File: src/rtl/mux_arb_rr_pkg.sv
// Shared types for the arbitrated registered multiplexer.
package mux_pkg;

    typedef enum logic {MODE_FIXED = 1'b0, MODE_RR = 1'b1} mode_t;
    typedef enum logic {ST_EMPTY, ST_FULL} state_t;

endpackage

File: src/rtl/mux_arb_rr_grant.sv
// Combinational arbiter: fixed lowest-index or rotating search starting at ptr.
module rr_grant
    import mux_pkg::*;
#(
    parameter  int N    = 4,
    localparam int IDXW = $clog2(N)
) (
    input  logic [N-1:0]    req,
    input  logic [IDXW-1:0] ptr,
    input  mode_t           mode,
    output logic [N-1:0]    grant,
    output logic [IDXW-1:0] idx,
    output logic            any
);

    int   start;
    int   c;
    logic found;

    assign any = |req;

    // Walk channels in priority order; the wrap is explicit so non-power-of-2 N works.
    always_comb begin
        grant = '0;
        idx   = '0;
        found = 1'b0;
        c     = 0;
        start = (mode == MODE_RR) ? int'(ptr) : 0;
        for (int k = 0; k < N; k++) begin
            c = start + k;
            if (c >= N) c = c - N;
            if (!found && req[c]) begin
                found    = 1'b1;
                grant[c] = 1'b1;
                idx      = IDXW'(c);
            end
        end
    end

endmodule

File: src/rtl/mux_arb_rr.sv
// N-input registered mux with valid/ready on every port and fixed/round-robin
// arbitration; the output register holds its word under backpressure.
module mux_arb_rr
    import mux_pkg::*;
#(
    parameter  int WIDTH = 4,
    parameter  int N     = 4,
    localparam int IDXW  = $clog2(N)
) (
    input  logic                     clk,
    input  logic                     rst_n,
    input  logic                     mode,
    input  logic [N-1:0][WIDTH-1:0]  in_data,
    input  logic [N-1:0]             in_valid,
    output logic [N-1:0]             in_ready,
    output logic [WIDTH-1:0]         out_data,
    output logic [IDXW-1:0]          out_sel,
    output logic                     out_valid,
    input  logic                     out_ready
);

    state_t          state, state_nxt;
    logic [IDXW-1:0] ptr;
    logic [IDXW-1:0] ptr_nxt;
    logic [N-1:0]    grant;
    logic [IDXW-1:0] idx;
    logic            any;
    logic            load_ok;
    logic            load;
    mode_t           mode_q;

    assign mode_q    = mode_t'(mode);
    assign out_valid = (state == ST_FULL);
    assign load_ok   = !out_valid || out_ready;
    assign load      = load_ok && any;
    assign in_ready  = (rst_n && load_ok) ? grant : '0;
    assign ptr_nxt   = (idx == IDXW'(N - 1)) ? '0 : idx + 1'b1;

    rr_grant #(.N(N)) u_grant (
        .req   (in_valid),
        .ptr   (ptr),
        .mode  (mode_q),
        .grant (grant),
        .idx   (idx),
        .any   (any)
    );

    always_comb begin
        state_nxt = state;
        case (state)
            ST_EMPTY: if (any) state_nxt = ST_FULL;
            ST_FULL:  if (out_ready && !any) state_nxt = ST_EMPTY;
            default:  state_nxt = ST_EMPTY;
        endcase
    end

    always_ff @(posedge clk) begin
        if (!rst_n) begin
            state    <= ST_EMPTY;
            out_data <= '0;
            out_sel  <= '0;
            ptr      <= '0;
        end else begin
            state <= state_nxt;
            if (load) begin
                out_data <= in_data[idx];
                out_sel  <= idx;
                // Only round-robin grants move the pointer; fixed mode leaves it parked.
                if (mode_q == MODE_RR) ptr <= ptr_nxt;
            end
        end
    end

endmodule

File: config.mk
export PLATFORM = sky130hd
export DESIGN_NAME = mux_arb_rr
export DESIGN_NICKNAME = d
export VERILOG_FILES = /design/src/rtl/mux_arb_rr_pkg.sv /design/src/rtl/mux_arb_rr_grant.sv /design/src/rtl/mux_arb_rr.sv
export SDC_FILE = /design/constraint.sdc
export NUM_CORES = 1
export LEC_CHECK = 0
export CORE_MARGIN = 2
export CORE_UTILIZATION = 30
export CTS_BUF_LIST = sky130_fd_sc_hd__clkbuf_8
export CTS_CLUSTER_SIZE = 12
export DETAILED_ROUTE_END_ITERATION = 12
export SYNTH_ARGS = -nofsm -noshare
export SYNTH_HDL_FRONTEND = slang
export SYNTH_HIERARCHICAL = 1
export SYNTH_SLANG_ARGS = --single-unit
File: constraint.sdc
create_clock -name clk -period 3.5 [get_ports clk]
set_input_delay 0.7 -clock clk [delete_from_list [all_inputs] [get_ports clk]]
set_output_delay 0.7 -clock clk [all_outputs]
set_load 0.005 [all_outputs]
==> results.py <==
metrics = {
    "grt": {
        "grt_pass1_vias": 1259,
        "antenna_found_initial": 0,
        "grt_usage_pct": 19.2,
        "grt-ovfl-total": 0,
        "grt_max_degree": 18,
        "grt_pass1_wl_mm": 5.59,
    },
    "drt": {
        "drc": 0,
        "first_pass_iters": 4,
        "viasPerCell": 5.53,
        "drt-wirelength-per-cell_um": 15.0,
        "routed_wirelength_mm": 3.31,
        "ant_nets": 0,
        "vias": 1217,
        "drt_iter0_markers": 91,
    },
    "placement": {
        "hpwl_mm": 2.48,
        "gp_congestion": 0.865,
        "numPortBuffers": 34,
        "placed_cells": 216,
    },
    "die": {
        "start_util_pct": 32.3,
        "ios": 35,
        "die-height_um": 61.8,
        "die_w_um": 61.8,
        "rows": 20,
        "die-area_um2": 3810,
        "core-area_um2": 3100,
    },
    "yosys": {
        "ys_async_sr_fraction_pct": 0,
        "synth_seq_area_share_pct": 18.0,
        "synth_commonest_cells": "a21oi_1, dfxtp_1, nand2_1, o21ai_0",
        "synth.distinct_cells": 51,
        "syn_inst": 121,
        "syn_nets": 146,
        "syn_avg_cell_area_um2": 8.27,
        "yosys-top-cells-area": "dfxtp_1, mux4_2, a21oi_1",
        "yosysWarningCount": 6,
        "syn_area_um2": 1000,
        "ys_seq_elements": 9,
        "yosysTopAreaCell": "dfxtp_1",
        "yosys.cell_count.top_type": "a21oi_1",
        "ys.flop_type": "dfxtp_1",
        "synth_enable_flop_cells": 0,
        "synth_top_area_share_pct": 18.0,
    },
    "power_and_ir_drop": {
        "p_per_area_nw_per_um2": 291,
        "p_leak_nw": 0.711,
        "ir_drop_mv": 0.184,
        "power_uw": 484,
    },
    "timing": {
        "tightest_slew_ns": 0.462,
        "hold_viol": 0,
        "finalMaxSlewViolations": 0,
        "max_slew_margin_pct": 69.2,
        "fmax_mhz": 291,
        "finalCritPeriodShare_pct": 98.1,
        "hold_slack_ns": 0.466,
        "layout_min_cycle_time_ns": 3.43,
        "rsz0062_at_grt": "false",
        "fin_skew_ns": 0.00180,
        "setup_violations": 0,
    },
    "cts": {
        "cts_made_buffers": 3,
        "clkLatencyLatePin_ns": 0.23,
        "cts_root_buf": "clkbuf_8",
        "cts_tree": "done",
        "clk_pin_slew_ns": 0.04,
        "cts_buffer_depth": 2,
        "clock-sinks": 9,
        "htreeDepth": 1,
    },
    "worst_hold_path": {
        "hold_class": "reg -> reg",
    },
    "setup_path": {
        "critPathArrivalTime_ns": 2.73,
        "cp-end-kind": "primary output",
        "crit_required_ns": 2.80,
        "crit_path_max_fanout": 10,
        "path_class": "in -> out",
        "cp-start-kind": "input port",
    },
    "finish": {
        "layout-drive-gt1-share_pct": 27.8,
        "post-route-util_pct": 53.6,
        "layout.cells.non_filler": 220,
        "syn_to_final_growth_pct": 66.3,
        "antenna_cells": 0,
        "num-nets-final": 202,
    },
    "run_status": {
        "status": "completed",
    },
    "run": {
        "maxCapViolations": 0,
    },
}
power by group:
group          internal (mW)  total (mW)  switching, mW  leakage [nW]
clock                 0.0761       0.115         0.0385        0.0269
combinational          0.134       0.240          0.106         0.610
sequential             0.116       0.129         0.0138        0.0744
cells by family (layout without fill, tap and decap cells):
kind of cell	Yosys count	in the layout	synth area share (%)
AO/OA/AOI/OAI	47	47	34.8
AND/OR/NAND/NOR	42	42	25.4
buffers and inverters	15	70	7.37
flip-flops	9	9	18.0
multiplexers	6	6	12.4
adder cells (fa/ha/maj)	1	1	1.25
XOR/XNOR	1	1	0.875
per-stage QoR:
stage / setup TNS [ns] / instance area (um^2) / setup slack [ns]
4_1_cts: -0.0144 / 1620 / -0.0144
6_report: 0 / 1660 / 0.0680
3_5_place_dp: -0.603 / 1540 / -0.194
5_1_grt: 0 / 1660 / 0.0128
2_1_floorplan: 0 / 1000 / 0.795
3_3_place_gp: -0.432 / 1540 / -0.131
final timing paths:
kind | from | end | slack, ns | cells past startpoint
max reg2reg | ptr[0] | out_data[2] | 0.66 | 8
min reg2reg | out_data[2] | out_data[2] | 0.47 | 2
min | out_data[2] | out_data[2] | 0.47 | 2
max | mode | in_ready[1] | 0.07 | 8
placed cells by master (no fill, tap or decap), types with 3 or more instances in the layout:
| master | netlist | final |
|---|---|---|
| a21oi_1 | 10 | 10 |
| buf_4 | 2 | 24 |
| mux4_2 | 5 | 5 |
| and3_1 | 6 | 6 |
| clkbuf_8 | 0 | 3 |
| nor2_1 | 3 | 3 |
| inv_1 | 6 | 7 |
| nand3b_1 | 4 | 4 |
| dfxtp_1 | 9 | 9 |
| dlymetal6s2s_1 | 0 | 3 |
| nand2_1 | 7 | 6 |
| o31ai_1 | 3 | 3 |
| o21ai_0 | 7 | 7 |
| nand3_1 | 3 | 3 |
| o2bb2ai_1 | 4 | 4 |
| nor3_1 | 3 | 3 |
| clkdlybuf4s50_1 | 0 | 29 |
state kept, by name, summed over array words and instances, names as in the netlist:
register,cells
out_data,4
out_sel,2
ptr,2
out_valid,1
cell type report:
cell class                      count  area (um^2)
Inverter                            7         26.3
Clock buffer                        3         41.3
Fill cell                         295         1440
Clock inverter                      1         3.75
Sequential cell                     9          180
Timing Repair Buffer               59          537
Tap cell                           44         55.1
Multi-Input combinational cell     97          821
worst max-delay path, stage by stage:
cell and delay, ns:
clkdlybuf4s50_1 0.41, buf_6 0.15, nand2_2 0.07, mux4_2 0.57, a211oi_4 0.28, a221o_1 0.18
and3_1 0.14, dlygate4sd2_1 0.23
routing by layer:
| layer | vias up | share of wire, % | wire (um) | global-route usage [%] |
|---|---|---|---|---|
| li1 | 595 | - | - | - |
| met1 | 570 | 43 | 1420 | 24.4 |
| met2 | 48 | 51 | 1670 | 35.0 |
| met3 | 4 | 5.5 | 182 | 2.07 |
| met4 | 0 | 0.88 | 29 | 4.26 |
| met5 | - | 0 | 0 | 0 |
timing repair:
item,in CTS,in global routing
setup endpoints to repair,4,3
gates resized for setup,10,10
pin swaps,3,8
hold buffers,0,0
setup buffers,1,0
gates cloned,0,0
Note: power is estimated with default switching activity, not from simulation.
